**config.mk**
```make
export PLATFORM = sky130hd
export DESIGN_NAME = walloc_mul_ctrl
export DESIGN_NICKNAME = d
export VERILOG_FILES = /design/src/rtl/walloc_mul_ctrl.sv
export SDC_FILE = /design/constraint.sdc
export NUM_CORES = 1
export LEC_CHECK = 0
export ABC_CLOCK_PERIOD_IN_PS = 1900
export BUFFER_PORTS_ARGS = -buffer_cell sky130_fd_sc_hd__buf_2
export CAP_MARGIN = 20
export CORE_AREA = 2 2 211 213
export CTS_BUF_LIST = sky130_fd_sc_hd__clkbuf_8
export CTS_CLUSTER_DIAMETER = 50
export DETAILED_ROUTE_END_ITERATION = 7
export DIE_AREA = 0 0 213 215
export PLACE_DENSITY = 0.62
export SYNTH_ARGS = -nofsm -noshare
export SYNTH_HDL_FRONTEND = slang
export SYNTH_SLANG_ARGS = --single-unit
export TNS_END_PERCENT = 5
```
**constraint.sdc**
```tcl
create_clock -name clk -period 1.9 [get_ports clk]
set_input_delay 0.475 -clock clk [delete_from_list [all_inputs] [get_ports clk]]
set_output_delay 0.475 -clock clk [all_outputs]
set_load 0.005 [all_outputs]
```
**src/rtl/walloc_mul_ctrl.sv**
```systemverilog
// Issue/retire controller for the fixed-latency Booth/Wallace multiplier datapath.
// Optional perf counters are built when MUL_CTRL_PERF_EN is defined.
module walloc_mul_ctrl #(
    parameter int LAT       = 3,
    parameter int BUF_DEPTH = 4,
    parameter int TAG_W     = 5
) (
    input  logic             clk,
    input  logic             rst,
    input  logic             in_valid,
    output logic             in_ready,
    input  logic [2:0]       in_op,
    input  logic [63:0]      in_a,
    input  logic [63:0]      in_b,
    input  logic [TAG_W-1:0] in_tag,
    input  logic             flush,
    output logic             dp_issue,
    output logic [64:0]      dp_a,
    output logic [64:0]      dp_b,
    input  logic [127:0]     dp_prod,
    output logic             out_valid,
    input  logic             out_ready,
    output logic [63:0]      out_data,
    output logic [TAG_W-1:0] out_tag,
    output logic             busy,
    output logic [31:0]      perf_issue,
    output logic [31:0]      perf_stall
);

    localparam int AW = $clog2(BUF_DEPTH);
    localparam logic [AW:0] L_DEPTH = (AW+1)'(BUF_DEPTH);
    localparam logic [2:0] OP_MULH   = 3'd1;
    localparam logic [2:0] OP_MULHSU = 3'd2;
    localparam logic [2:0] OP_MULHU  = 3'd3;
    localparam logic [2:0] OP_MULW   = 3'd4;

    logic [AW:0]                  r_occ;
    logic [LAT:1]                 r_vld_pipe;
    logic [LAT:1][2:0]            r_op_pipe;
    logic [LAT:1][TAG_W-1:0]      r_tag_pipe;
    logic [BUF_DEPTH-1:0][63:0]   r_data;
    logic [BUF_DEPTH-1:0][TAG_W-1:0] r_tags;
    logic [AW-1:0]                r_wptr;
    logic [AW-1:0]                r_rptr;
    logic [AW:0]                  r_cnt;

    logic                         w_issue;
    logic                         w_pop;
    logic                         w_wr;
    logic [63:0]                  w_ret_data;

    // A pop in the same cycle does not open a slot: occ only drops on the edge.
    assign in_ready  = (r_occ < L_DEPTH) && !flush;
    assign w_issue   = in_valid && in_ready;
    assign dp_issue  = w_issue;
    assign out_valid = (r_cnt != '0);
    assign w_pop     = out_valid && out_ready;
    assign w_wr      = r_vld_pipe[LAT];
    assign out_data  = r_data[r_rptr];
    assign out_tag   = r_tags[r_rptr];
    assign busy      = (r_occ != '0);

    always_comb begin
        dp_a = '0;
        dp_b = '0;
        if (w_issue) begin
            case (in_op)
                OP_MULHSU: begin dp_a = {in_a[63], in_a}; dp_b = {1'b0, in_b}; end
                OP_MULHU:  begin dp_a = {1'b0, in_a};     dp_b = {1'b0, in_b}; end
                OP_MULW:   begin
                    dp_a = {{33{in_a[31]}}, in_a[31:0]};
                    dp_b = {{33{in_b[31]}}, in_b[31:0]};
                end
                default:   begin dp_a = {in_a[63], in_a}; dp_b = {in_b[63], in_b}; end
            endcase
        end
    end

    always_comb begin
        case (r_op_pipe[LAT])
            OP_MULH, OP_MULHSU, OP_MULHU: w_ret_data = dp_prod[127:64];
            OP_MULW:                      w_ret_data = {{32{dp_prod[31]}}, dp_prod[31:0]};
            default:                      w_ret_data = dp_prod[63:0];
        endcase
    end

    always_ff @(posedge clk or negedge rst) begin
        if (!rst) begin
            r_occ <= '0;
        end else if (flush) begin
            r_occ <= '0;
        end else begin
            r_occ <= r_occ + {{AW{1'b0}}, w_issue} - {{AW{1'b0}}, w_pop};
        end
    end

    // Tracking pipe mirrors the datapath latency; flush only kills the valid bits.
    always_ff @(posedge clk or negedge rst) begin
        if (!rst) begin
            r_vld_pipe <= '0;
            r_op_pipe  <= '0;
            r_tag_pipe <= '0;
        end else begin
            r_vld_pipe[1] <= w_issue;
            r_op_pipe[1]  <= in_op;
            r_tag_pipe[1] <= in_tag;
            for (int s = 2; s <= LAT; s++) begin
                r_vld_pipe[s] <= r_vld_pipe[s-1];
                r_op_pipe[s]  <= r_op_pipe[s-1];
                r_tag_pipe[s] <= r_tag_pipe[s-1];
            end
            if (flush) r_vld_pipe <= '0;
        end
    end

    always_ff @(posedge clk or negedge rst) begin
        if (!rst) begin
            r_wptr <= '0;
            r_rptr <= '0;
            r_cnt  <= '0;
            r_data <= '0;
            r_tags <= '0;
        end else if (flush) begin
            r_wptr <= '0;
            r_rptr <= '0;
            r_cnt  <= '0;
        end else begin
            if (w_wr) begin
                r_data[r_wptr] <= w_ret_data;
                r_tags[r_wptr] <= r_tag_pipe[LAT];
                r_wptr         <= r_wptr + 1'b1;
            end
            if (w_pop) r_rptr <= r_rptr + 1'b1;
            r_cnt <= r_cnt + {{AW{1'b0}}, w_wr} - {{AW{1'b0}}, w_pop};
        end
    end

    a_no_overflow: assert property (@(posedge clk) disable iff (!rst)
        !(w_wr && !flush && r_cnt == L_DEPTH));

`ifdef MUL_CTRL_PERF_EN
    logic [31:0] r_perf_issue;
    logic [31:0] r_perf_stall;

    always_ff @(posedge clk or negedge rst) begin
        if (!rst) begin
            r_perf_issue <= '0;
            r_perf_stall <= '0;
        end else begin
            if (w_issue)               r_perf_issue <= r_perf_issue + 32'd1;
            if (in_valid && !in_ready) r_perf_stall <= r_perf_stall + 32'd1;
        end
    end

    assign perf_issue = r_perf_issue;
    assign perf_stall = r_perf_stall;
`else
    assign perf_issue = '0;
    assign perf_stall = '0;
`endif

endmodule
```
==> flow_metrics.env <==
export IMPL_status="finished with violations"
export IMPL_violations="negative setup slack"
export IMPL_grt_pass1_vias=13000
export IMPL_critPathLaunchType="register"
export IMPL_cts_tree="built"
export IMPL_ys_seq_area_frac=0.492
export IMPL_post_synth_fa_ha_maj_area_fraction=0.00881
export IMPL_synth_xor_area_share=0.00385
export IMPL_synth_top_flop_cell="dfrtp_1"
export IMPL_fmax_mhz=398
export IMPL_syn2layout_area_growth_pct=30.0
export IMPL_rows=77
export IMPL_avgSynthCellArea_um2=10.7
export IMPL_nets=2269
export IMPL_clk_pin_slew_worst_paths_ns=0.06
export IMPL_die_h_um=215
export IMPL_dieArea_mm2=0.0458
export IMPL_crit_fanout=6
export IMPL_synth_simple_area_share=0.112
export IMPL_clk_latency_ns=0.60
export IMPL_synth_edf_count=0
export IMPL_final_common_cell="buf_2"
export IMPL_ctsRootBufferMaster="clkbuf_8"
export IMPL_tightestPinTransition_ns=0.517
export IMPL_cp_arrival_ns=2.04
export IMPL_synth_top_cells_by_area="dfrtp_1 (49%), mux4_2 (9.8%), nand2_1 (7.6%), mux2i_1 (6.1%), o21ai_0 (4.2%)"
export IMPL_drt_iter0_drc=903
export IMPL_core_mm2=0.0436
export IMPL_dp_hpwl_mm=42.3
export IMPL_reg2reg_depth=8
export IMPL_min_from="in_op[1]"
export IMPL_totalWireLength_mm=54.7
export IMPL_cts_buffers=52
export IMPL_place_gp_congestion=1.02
export IMPL_drt_pass1_iterations=5
export IMPL_final_cell_mix="buf_2 (456), nand2_1 (323), dfrtp_1 (310), o21ai_0 (132), o21ai_1 (108)"
export IMPL_min_path_type="input pin to register"
export IMPL_num_io_pins=536
export IMPL_min_path_cells=2
export IMPL_cp_end_kind="output pin"
export IMPL_grt_overflow=0
export IMPL_synth_top_family_by_area="multiplexers"
export IMPL_synth_cell_types=36
export IMPL_setup_ws_ns=-0.615
export IMPL_netlist_area_mm2=0.0159
export IMPL_min_period_over_period=1.32
export IMPL_die_w_um=213
export IMPL_ir_drop_mv=0.581
export IMPL_dp_slack_ns=-0.403
export IMPL_grt_pass1_wl_mm=80.8
export IMPL_clockBufferDepth=3
export IMPL_cap_viol_max_count=0
export IMPL_p_leak_uw=0.0108
export IMPL_synth_top_area_cell="dfrtp_1"
export IMPL_async_flop_share=1.00
export IMPL_synth_compound_area_frac=0.107
export IMPL_powerDensity_mw_per_mm2=977
export IMPL_worst_setup_path_type="register to output pin"
export IMPL_antenna_found_initial=5
export IMPL_cts_htree_levels=2
export IMPL_drive_above_1_share=0.392
export IMPL_via_count=12800
export IMPL_relSlewSlack=0.655
export IMPL_slew_viol_final=0
export IMPL_synthMuxAreaShare=0.203
export IMPL_grt_max_degree=65
export IMPL_netlist_area_leader_share=0.492
export IMPL_syn_inst=1490
export IMPL_setup_violations=207
export IMPL_ys_seq_elements=313
export IMPL_nFillCells=4100
export IMPL_hold_ws_ns=0.170
export IMPL_period_needed_ns=2.51
export IMPL_finClkSkew_ns=0.0375
export IMPL_drc=0
export IMPL_ant_nets=0
export IMPL_ys_warnings_count=0
export IMPL_rsz0062_at_grt="true"
export IMPL_rr_startpoint="r_cnt[0]"
export IMPL_groute_usage_overall=0.239
export IMPL_clock_sinks=313
export IMPL_io_buffers=471
export IMPL_hold_viol=0
export IMPL_wl_per_cell_um=20.9
export IMPL_start_util=0.364
export IMPL_vias_per_cell=4.89
export IMPL_crit_start="r_rptr[0]"
export IMPL_cp_required_ns=1.42
cells by family (layout without fill, tap and decap cells):
| group | after synthesis | in the layout |
|---|---|---|
| fa+ha+maj | 10 | 10 |
| xor+xnor | 7 | 7 |
| buf+inv | 200 | 674 |
| mux | 218 | 218 |
| other cells | 1 | 66 |
| compound gates | 325 | 325 |
| flops | 313 | 313 |
| simple gates | 416 | 416 |
cell type report:
cell class / instances / area, um^2 / share of cell area
multi-input cells: 1040 / 7210 / 0.349
flip-flops and latches: 313 / 7840 / 0.379
inverters: 10 / 37.5 / 0.00182
clock inverters: 24 / 140 / 0.00678
repair buffers: 573 / 3780 / 0.183
clock buffers: 67 / 922 / 0.0446
diodes: 2 / 5.00 / 0.000242
well taps: 592 / 741 / 0.0358
critical path, stage by stage, from the launching register on:
cell	delay [ns]
dfrtp_4	0.46
buf_12	0.16
buf_12	0.14
mux4_2	0.54
buf_6	0.15
state kept, by name, summed over array words and instances, names as in the netlist:
signal and count:
r_rptr 2, r_tags 20, r_wptr 2, r_tag_pipe 15, r_data 256, r_occ 3
r_vld_pipe 3, r_op_pipe 9, r_cnt 3
through the flow:
step,utilization,TNS (ns),cells,cell area [um^2],power (uW)
finish,0.474,-86.82,2621,20700,20200
global route,0.474,-108.96,2620,20700,21400
CTS,0.472,-97.13,2618,20600,20400
floorplan,-,-0.0134,1553,16200,11200
detailed placement,0.440,-21.19,2514,19200,13900
global placement,0.440,-21.13,2514,19200,13700
path summary, 6_finish.rpt:
| kind | to | slack, ns |
|---|---|---|
| max | out_data[63] | -0.61 |
| min | r_op_pipe[1] | 0.17 |
| max reg2reg | r_occ[2] | -0.08 |
| min reg2reg | r_tag_pipe[11] | 0.33 |
| max in group asynchronous | r_data[56] | 0.72 |
| min in group asynchronous | r_data[12] | 0.42 |
cells in the mapped netlist, types with 2 or more instances:
cell type / n
buf_2: 37
mux2_2: 22
nor2_1: 13
mux2i_1: 97
fa_1: 2
inv_1: 10
buf_6: 3
o21ai_2: 16
or3_1: 2
mux4_2: 69
ha_1: 8
buf_4: 77
nand3b_1: 2
xnor2_1: 4
dfrtp_1: 313
clkbuf_1: 66
nand3b_2: 2
buf_8: 6
mux2_4: 30
a21oi_1: 66
o21ai_0: 132
and3_1: 64
xor2_1: 3
nor2b_1: 4
o21ai_1: 108
nand2_1: 324
routing by layer:
metal  part of all wire  up-vias  wire [um]  global-route usage
li1                   -     6087          -                   -
met1               0.37     6180      20300               0.271
met2               0.51      447      27700               0.415
met3              0.063       96       3460              0.0529
met4              0.059        6       3210               0.130
met5            0.00080        -         44                   0
report_power, final:
part           switching (uW)  leakage (uW)  internal [uW]
sequential                415       0.00421           7400
combinational            3000       0.00602           3450
clock                    2640      0.000604           3290
total                    6060        0.0108          14100
repair_timing:
item,4_1_cts,5_1_grt
hold buffers,7,0
gates cloned,3,1
endpoints found under the setup margin,207,207
gates resized for setup,40,5
setup buffers,3,0
pin swaps,7,2
hold endpoints to repair,56,0
(Power assumes the default switching activity.)
